`src/rtl/pipeline_token_source.sv`:
```
// pipeline_token_source: dual-lane token generator for the two parallel
// datapath pipelines. Emits lockstep, deterministic token streams in bursts
// separated by idle gaps, honours the global stall, and raises done once the
// programmed number of tokens per lane has been accepted.
//
// Handshake: a token is accepted on a rising clk edge where in_valid_* = 1
// and stall = 0. While stall = 1 in RUN or GAP nothing in the block moves, so
// the presented token stays on the bus until it is taken; both lanes always
// share the same valid and are accepted together.
module pipeline_token_source #(
    parameter int                    DATA_WIDTH = 32,
    parameter int                    CNT_WIDTH  = 16,
    parameter int                    BURST_LEN  = 4,
    parameter int                    GAP_LEN    = 1,
    parameter logic [DATA_WIDTH-1:0] SEED_1     = '0,
    parameter logic [DATA_WIDTH-1:0] SEED_2     = DATA_WIDTH'(1000),
    parameter logic [DATA_WIDTH-1:0] STEP_2     = DATA_WIDTH'(2)
) (
    input  logic                  clk,
    input  logic                  reset,
    input  logic                  start,
    input  logic [CNT_WIDTH-1:0]  num_tokens,
    input  logic                  stall,
    output logic [DATA_WIDTH-1:0] in_data_1,
    output logic                  in_valid_1,
    output logic [DATA_WIDTH-1:0] in_data_2,
    output logic                  in_valid_2,
    output logic                  busy,
    output logic                  done,
    output logic [CNT_WIDTH-1:0]  tokens_sent,
    output logic [1:0]            state_dbg
);

    localparam logic [1:0] ST_IDLE = 2'd0;
    localparam logic [1:0] ST_RUN  = 2'd1;
    localparam logic [1:0] ST_GAP  = 2'd2;
    localparam logic [1:0] ST_DONE = 2'd3;

    localparam int BW = (BURST_LEN > 1) ? $clog2(BURST_LEN) : 1;
    localparam int GW = (GAP_LEN > 1) ? $clog2(GAP_LEN) : 1;
    localparam logic [BW-1:0] BURST_LAST = BW'(BURST_LEN - 1);
    localparam logic [GW-1:0] GAP_LAST   = GW'((GAP_LEN > 0) ? GAP_LEN - 1 : 0);
    localparam bit            HAS_GAP    = (GAP_LEN > 0);

    logic [1:0]           state;
    logic [CNT_WIDTH-1:0] target;
    logic [BW-1:0]        burst_cnt;
    logic [GW-1:0]        gap_cnt;
    logic [CNT_WIDTH-1:0] sent_next;
    logic                 accept;

    assign sent_next = tokens_sent + CNT_WIDTH'(1);
    assign accept    = (state == ST_RUN) && !stall;

    // Outputs decode directly from registered state, so they are glitch-free.
    assign in_valid_1 = (state == ST_RUN);
    assign in_valid_2 = (state == ST_RUN);
    assign busy       = (state == ST_RUN) || (state == ST_GAP);
    assign done       = (state == ST_DONE);
    assign state_dbg  = state;

    // Main FSM with token data, counters and the latched run length.
    always_ff @(posedge clk) begin
        if (reset) begin
            state       <= ST_IDLE;
            in_data_1   <= SEED_1;
            in_data_2   <= SEED_2;
            tokens_sent <= '0;
            target      <= '0;
            burst_cnt   <= '0;
            gap_cnt     <= '0;
        end else begin
            case (state)
                // Start is honoured here even under stall; stall only freezes a run.
                ST_IDLE, ST_DONE: begin
                    if (start) begin
                        in_data_1   <= SEED_1;
                        in_data_2   <= SEED_2;
                        tokens_sent <= '0;
                        burst_cnt   <= '0;
                        gap_cnt     <= '0;
                        target      <= num_tokens;
                        state       <= (num_tokens == '0) ? ST_DONE : ST_RUN;
                    end
                end
                ST_RUN: begin
                    if (accept) begin
                        tokens_sent <= sent_next;
                        in_data_1   <= in_data_1 + DATA_WIDTH'(1);
                        in_data_2   <= in_data_2 + STEP_2;
                        // Finishing the run outranks ending the burst.
                        if (sent_next == target) begin
                            state <= ST_DONE;
                        end else if (burst_cnt == BURST_LAST) begin
                            burst_cnt <= '0;
                            if (HAS_GAP) begin
                                gap_cnt <= '0;
                                state   <= ST_GAP;
                            end
                        end else begin
                            burst_cnt <= burst_cnt + BW'(1);
                        end
                    end
                end
                ST_GAP: begin
                    if (!stall) begin
                        if (gap_cnt == GAP_LAST) begin
                            gap_cnt <= '0;
                            state   <= ST_RUN;
                        end else begin
                            gap_cnt <= gap_cnt + GW'(1);
                        end
                    end
                end
                default: state <= ST_IDLE;
            endcase
        end
    end

endmodule

```
`config.mk`:
```
export PLATFORM = sky130hd
export DESIGN_NAME = pipeline_token_source
export DESIGN_NICKNAME = d
export VERILOG_FILES = /design/src/rtl/pipeline_token_source.sv
export SDC_FILE = /design/constraint.sdc
export NUM_CORES = 1
export LEC_CHECK = 0
export CAP_MARGIN = 10
export CORE_MARGIN = 2
export CORE_UTILIZATION = 45
export CTS_BUF_LIST = sky130_fd_sc_hd__clkbuf_2
export CTS_CLUSTER_DIAMETER = 120
export DETAILED_ROUTE_END_ITERATION = 6
export MAX_ROUTING_LAYER = met4
export PLACE_DENSITY = 0.72
export RECOVER_POWER = 50
export SYNTH_ARGS = -nofsm -noshare
export SYNTH_HDL_FRONTEND = slang
export SYNTH_SLANG_ARGS = --single-unit
```
`constraint.sdc`:
```
create_clock -name clk -period 3.61 [get_ports clk]
set_input_delay 0.722 -clock clk [delete_from_list [all_inputs] [get_ports clk]]
set_output_delay 0.722 -clock clk [all_outputs]
set_load 0.005 [all_outputs]
```
==> impl_metrics.toml, run 1 <==
[sta]
worstMarginPinSlew_ps = 969
finalSetupViolations = 0
rsz0062_at_grt = "false"
tns_ps = 0
max_freq_ghz = 0.325
hold_viol = 0
period_share_pct = 85.2
report.final.slew_viol_count = 0
slew_headroom_pct = 35.4
fin_skew_ps = 35.2
finalCriticalPeriod_ps = 3080
setup_ws_ps = 533

[power_and_ir_drop]
irDropWorstVdd_v = 0.000303
power_mw = 2.46
p_leak_nw = 2.29
internal-power_mw = 1.65
p_switching_mw = 0.811
pwr-share-seq_pct = 49.7
swShare_pct = 32.9
powerDensity_nw_per_um2 = 397
p_comb_share_pct = 25.9
clkPwrFrac_pct = 24.4

[clock_tree]
cts_num_sinks = 99
clk_path_buf_depth = 2
clock-root-buffer = "clkbuf_2"
cts.hold.buffers_added = 0
clk_pin_slew_worst_paths_ps = 250
cts_setup_buffers = 0
insertion_delay_ps = 570
cts_resized = 0
cts_max_level = 3
cts_tree = "built"
cts_buffers = 9

[routing]
vias = 4624
post_drt_wl_per_cell_microns = 14.6
first_iter_violations = 314
ant_nets = 0
routed_wl_microns = 12400
viasPerCell = 5.45
firstDrtPassIters = 5
drc = 0

[setup_path]
crit_fanout = 9
cp_data_required_time_ps = 4100
critPathCaptureType = "flop"
crit_path_start_kind = "flop"
crit_arrival_ps = 3570
crit_type = "reg -> reg"
rrSetupSlack_ps = 530

[finish]
fin_area_sq_um = 6200
fin_nets = 730
fin_util_pct = 57.5
drive_gt1_share_pct = 4.10
synthToLayoutAreaGrowth_pct = 25.2
final_common_cell = "dfxtp_1"
layout_common_cells = "dfxtp_1, nor2_1, nand2_1"
antennaDiodeCount = 0

[die]
start_util_pct = 45.9
die_y_microns = 109
pin_count = 106
num_rows = 38
dieArea_sq_um = 11900
core-area_sq_um = 10800
die_w_microns = 109

[logic_synthesis]
ys_warn_count = 0
postSynthAreaPerCell_sq_um = 8.08
syn_nets = 640
synth.distinct_cells = 50
ys_ff_latch = 99
ys.flop_type = "dfxtp_1"
synth_enable_flop_cells = 0
synth_cells = 613
seq_area_frac_synth_pct = 40.0
syn_area_sq_um = 4960
async_reset_ff_share_pct = 0

[global_route]
grt_max_degree = 44
grt_util_all_layers_pct = 21.7
grt_overflow_total = 0
antenna_found_initial = 0
grt_pass1_vias = 4211
grt_first_pass_wirelength_microns = 20100

[placed_design]
gp_congestion = 0.910
place_ws_ps = 428
port_buffers = 104
place_area_sq_um = 6070
place_hpwl_microns = 9130

[hold_path]
hold_path.class = "reg -> reg"

[run]
drv_cap = 0

[status]
outcome = "finished clean"
==> worst max-delay path, stage by stage, from the launching register on <==
cell and delay [ps]:
dfxtp_1 540, ha_1 340, and3_1 340, nand4_1 190, xnor2_1 180, or4_1 510, or4_4 540, nor3b_1 180
a21o_1 200
==> worst paths after layout <==
kind	endpoint	cells past startpoint	start
worst max-delay path	burst_cnt[1]$_SDFFE_PP0P_	8	tokens_sent[0]$_SDFFE_PP0P_
worst min-delay path	target[15]$_SDFFE_PP0P_	2	target[15]$_SDFFE_PP0P_
worst max register to register	burst_cnt[1]$_SDFFE_PP0P_	8	tokens_sent[0]$_SDFFE_PP0P_
worst min register to register	target[15]$_SDFFE_PP0P_	2	target[15]$_SDFFE_PP0P_
==> cells in the mapped netlist (all sizes together), types with 5 or more instances <==
master / instances / share of area, %
dfxtp: 99 / 40
nor2: 86 / 6.5
nand2: 82 / 6.2
a21oi: 42 / 4.2
xor2: 42 / 7.4
nand3: 29 / 2.9
xnor2: 29 / 5.1
o21ai: 23 / 2.3
nand4: 22 / 3.1
clkbuf: 19 / 1.5
nor3: 16 / 1.6
buf: 12 / 1.7
or3: 12 / 1.5
and3: 10 / 1.3
and4: 10 / 1.8
nor4: 9 / 1.4
ha: 7 / 1.8
inv: 6 / 0.45
nor3b: 5 / 0.76
==> power groups by stage <==
| stage | sequential [mW] | clock [mW] | combinational (mW) |
|---|---|---|---|
| final | 1.23 | 0.601 | 0.638 |
| after global routing | 1.24 | 0.667 | 0.715 |
| after CTS | 1.23 | 0.617 | 0.650 |
| after detailed placement | 1.25 | 0 | 0.646 |
| after global placement | 1.24 | 0 | 0.632 |
| after floorplan | 1.23 | 0 | 0.442 |
==> layer usage <==
| layer | global-route usage [%] | routed length [microns] |
|---|---|---|
| met1 | 28.8 | 5960 |
| met2 | 34.0 | 5670 |
| met3 | 4.06 | 672 |
| met4 | 5.95 | 82 |
| met5 | - | 0 |
==> cells by family after synthesis <==
kind of cell / after synthesis / synth area share [%]
mux: 3 / 0.631
flops: 99 / 40.0
fa+ha+maj: 7 / 1.77
compound gates: 88 / 10.3
buf+inv: 37 / 3.71
xor+xnor: 71 / 12.5
other cells: 1 / 0.0757
simple gates: 307 / 31.0
==> area by class of cell <==
| type | count | area [sq um] |
|---|---|---|
| fillers | 975 | 4590 |
| well taps | 140 | 175 |
| clock inverters | 6 | 90.1 |
| inverters | 6 | 22.5 |
| multi-input cells | 477 | 2790 |
| flip-flops and latches | 99 | 1980 |
| clock buffers | 10 | 50.0 |
| repair buffers | 110 | 1090 |
==> state kept, by name, summed over array words and instances, names as in the netlist <==
register and cells:
in_data_1 32, in_data_2 31, target 16, tokens_sent 16
burst_cnt 2, state_dbg 2
==> per-stage QoR <==
step / hold WS [ps] / cells
2_1_floorplan: 448 / 613
3_3_place_gp: 459 / 832
3_5_place_dp: 463 / 832
4_1_cts: 488 / 848
5_1_grt: 513 / 848
6_report: 487 / 848
(Power assumes the default switching activity.)
==> run 2: changes to the inputs <==
- CTS_CLUSTER_DIAMETER: 120 -> not set
==> results of run 2 <==
Final layout, timing and power as in run 1 (identical DEF).
==> run 3: changes to the inputs <==
- clock period: 3.61 -> 3.69 ns (I/O delays scaled with it)
==> run 3 against run 2 <==
Net effect:
- total power down 5.4%
- largest power group unchanged
- highest routed layer unchanged
- critical path type unchanged
- first-iteration DRC count down 11%
- worst setup slack better by 15 ps
- clock skew down 3.1 ps
- hold slack better by 1.5 ps
- die area unchanged
==> impl_metrics.toml, run 3 (synthesized netlist as in run 1, its figures left out) <==
[status]
outcome = "finished clean"

[routing]
vias = 4626
viasPerCell = 5.46
post_drt_wl_per_cell_microns = 14.4
routed_wl_microns = 12200
first_iter_violations = 279
ant_nets = 0
drc = 0
firstDrtPassIters = 5

[finish]
fin_nets = 730
top_regs = "in_data_1: 32 flops, in_data_2: 31 flops"
seqCellArea_sq_um = 1980
multi_input_area_sq_um = 2790
antennaDiodeCount = 0
final.fill_count = 1008
drive_gt1_share_pct = 3.82
largest_reg_flops = 32
fin_area_sq_um = 6160
regMostFlops = "in_data_1"
synthToLayoutAreaGrowth_pct = 24.2
layout_common_cells = "dfxtp_1, nor2_1, nand2_1"
final_cells = 847
final_common_cell = "dfxtp_1"

[clock_tree]
cts_buffers = 9
insertion_delay_ps = 570
clk_path_buf_depth = 2
clock-root-buffer = "clkbuf_2"
cts_max_level = 3
cts_tree = "built"
cts_num_sinks = 99
clk_pin_slew_worst_paths_ps = 260
cts_resized = 0
cts_setup_buffers = 0
cts.hold.buffers_added = 0

[sta]
report.final.slew_viol_count = 0
hold_viol = 0
max_freq_ghz = 0.318
setup_ws_ps = 548
finalSetupViolations = 0
rsz0062_at_grt = "false"
fin_skew_ps = 32.1
worstMarginPinSlew_ps = 991
whs_ps = 488
slew_headroom_pct = 33.9
tns_ps = 0
period_share_pct = 85.2
finalCriticalPeriod_ps = 3140

[global_route]
antenna_found_initial = 0
grt_max_degree = 29
grt_util_all_layers_pct = 21.4
grt_pass1_vias = 4234
grt_first_pass_wirelength_microns = 19900
grt_overflow_total = 0

[placed_design]
place_ws_ps = 564
gp_congestion = 0.894
port_buffers = 104
place_inst = 832
place_area_sq_um = 6060
place_hpwl_microns = 9170

[power_and_ir_drop]
p_leak_nw = 2.28
powerDensity_nw_per_um2 = 378
irDropWorstVdd_v = 0.000375

[die]
core-area_sq_um = 10800
start_util_pct = 45.9
num_rows = 38
dieArea_sq_um = 11900
die_y_microns = 109
pin_count = 106
die_w_microns = 109

[setup_path]
critPathCaptureType = "flop"
crit_arrival_ps = 3650
cp_data_required_time_ps = 4200
crit_path_start_kind = "flop"
crit_type = "reg -> reg"
crit_fanout = 9

[hold_path]
hold_path.class = "reg -> reg"

[run]
drv_cap = 0
==> run 3: per-layer routing <==
layer | GRT usage [%] | routed length, microns
met5 | - | 0
met4 | 8.33 | 217
met3 | 2.99 | 716
met2 | 33.8 | 5630
met1 | 27.8 | 5630
==> run 3: worst max-delay path: stages, from the launching register on <==
cell and delay (ps):
dfxtp_1 550, ha_1 340, and3_1 340, nand4_1 220
xnor2_1 190, or4_1 520, or4_4 550, nor3b_1 180
a21o_1 200
==> run 3: final timing paths <==
| kind | slack (ps) | to | start | cells after the start |
|---|---|---|---|---|
| max | 550 | burst_cnt[1]$_SDFFE_PP0P_ | tokens_sent[0]$_SDFFE_PP0P_ | 8 |
| min reg2reg | 490 | target[9]$_SDFFE_PP0P_ | target[9]$_SDFFE_PP0P_ | 2 |
| max reg2reg | 550 | burst_cnt[1]$_SDFFE_PP0P_ | tokens_sent[0]$_SDFFE_PP0P_ | 8 |
| min | 490 | target[9]$_SDFFE_PP0P_ | target[9]$_SDFFE_PP0P_ | 2 |
==> run 3: through the flow <==
stage                     util [%]  total power [mW]
after floorplan                  -              1.64
after global placement        56.1              1.82
after detailed placement      56.1              1.84
after CTS                     57.1              2.35
after global routing          57.0              2.46
final                         57.0              2.33
==> run 3: final cells by class <==
cell class | instances | area share, %
Multi-Input combinational cell | 477 | 45.3
Clock inverter | 5 | 0.894
Clock buffer | 10 | 0.813
Sequential cell | 99 | 32.2
Timing Repair Buffer | 110 | 17.6
Tap cell | 140 | 2.84
Inverter | 6 | 0.366
==> run 3: power breakdown <==
group          switching, mW  internal, mW
clock network          0.363         0.153
logic                  0.362         0.252
registers             0.0696          1.13
total                  0.795          1.54
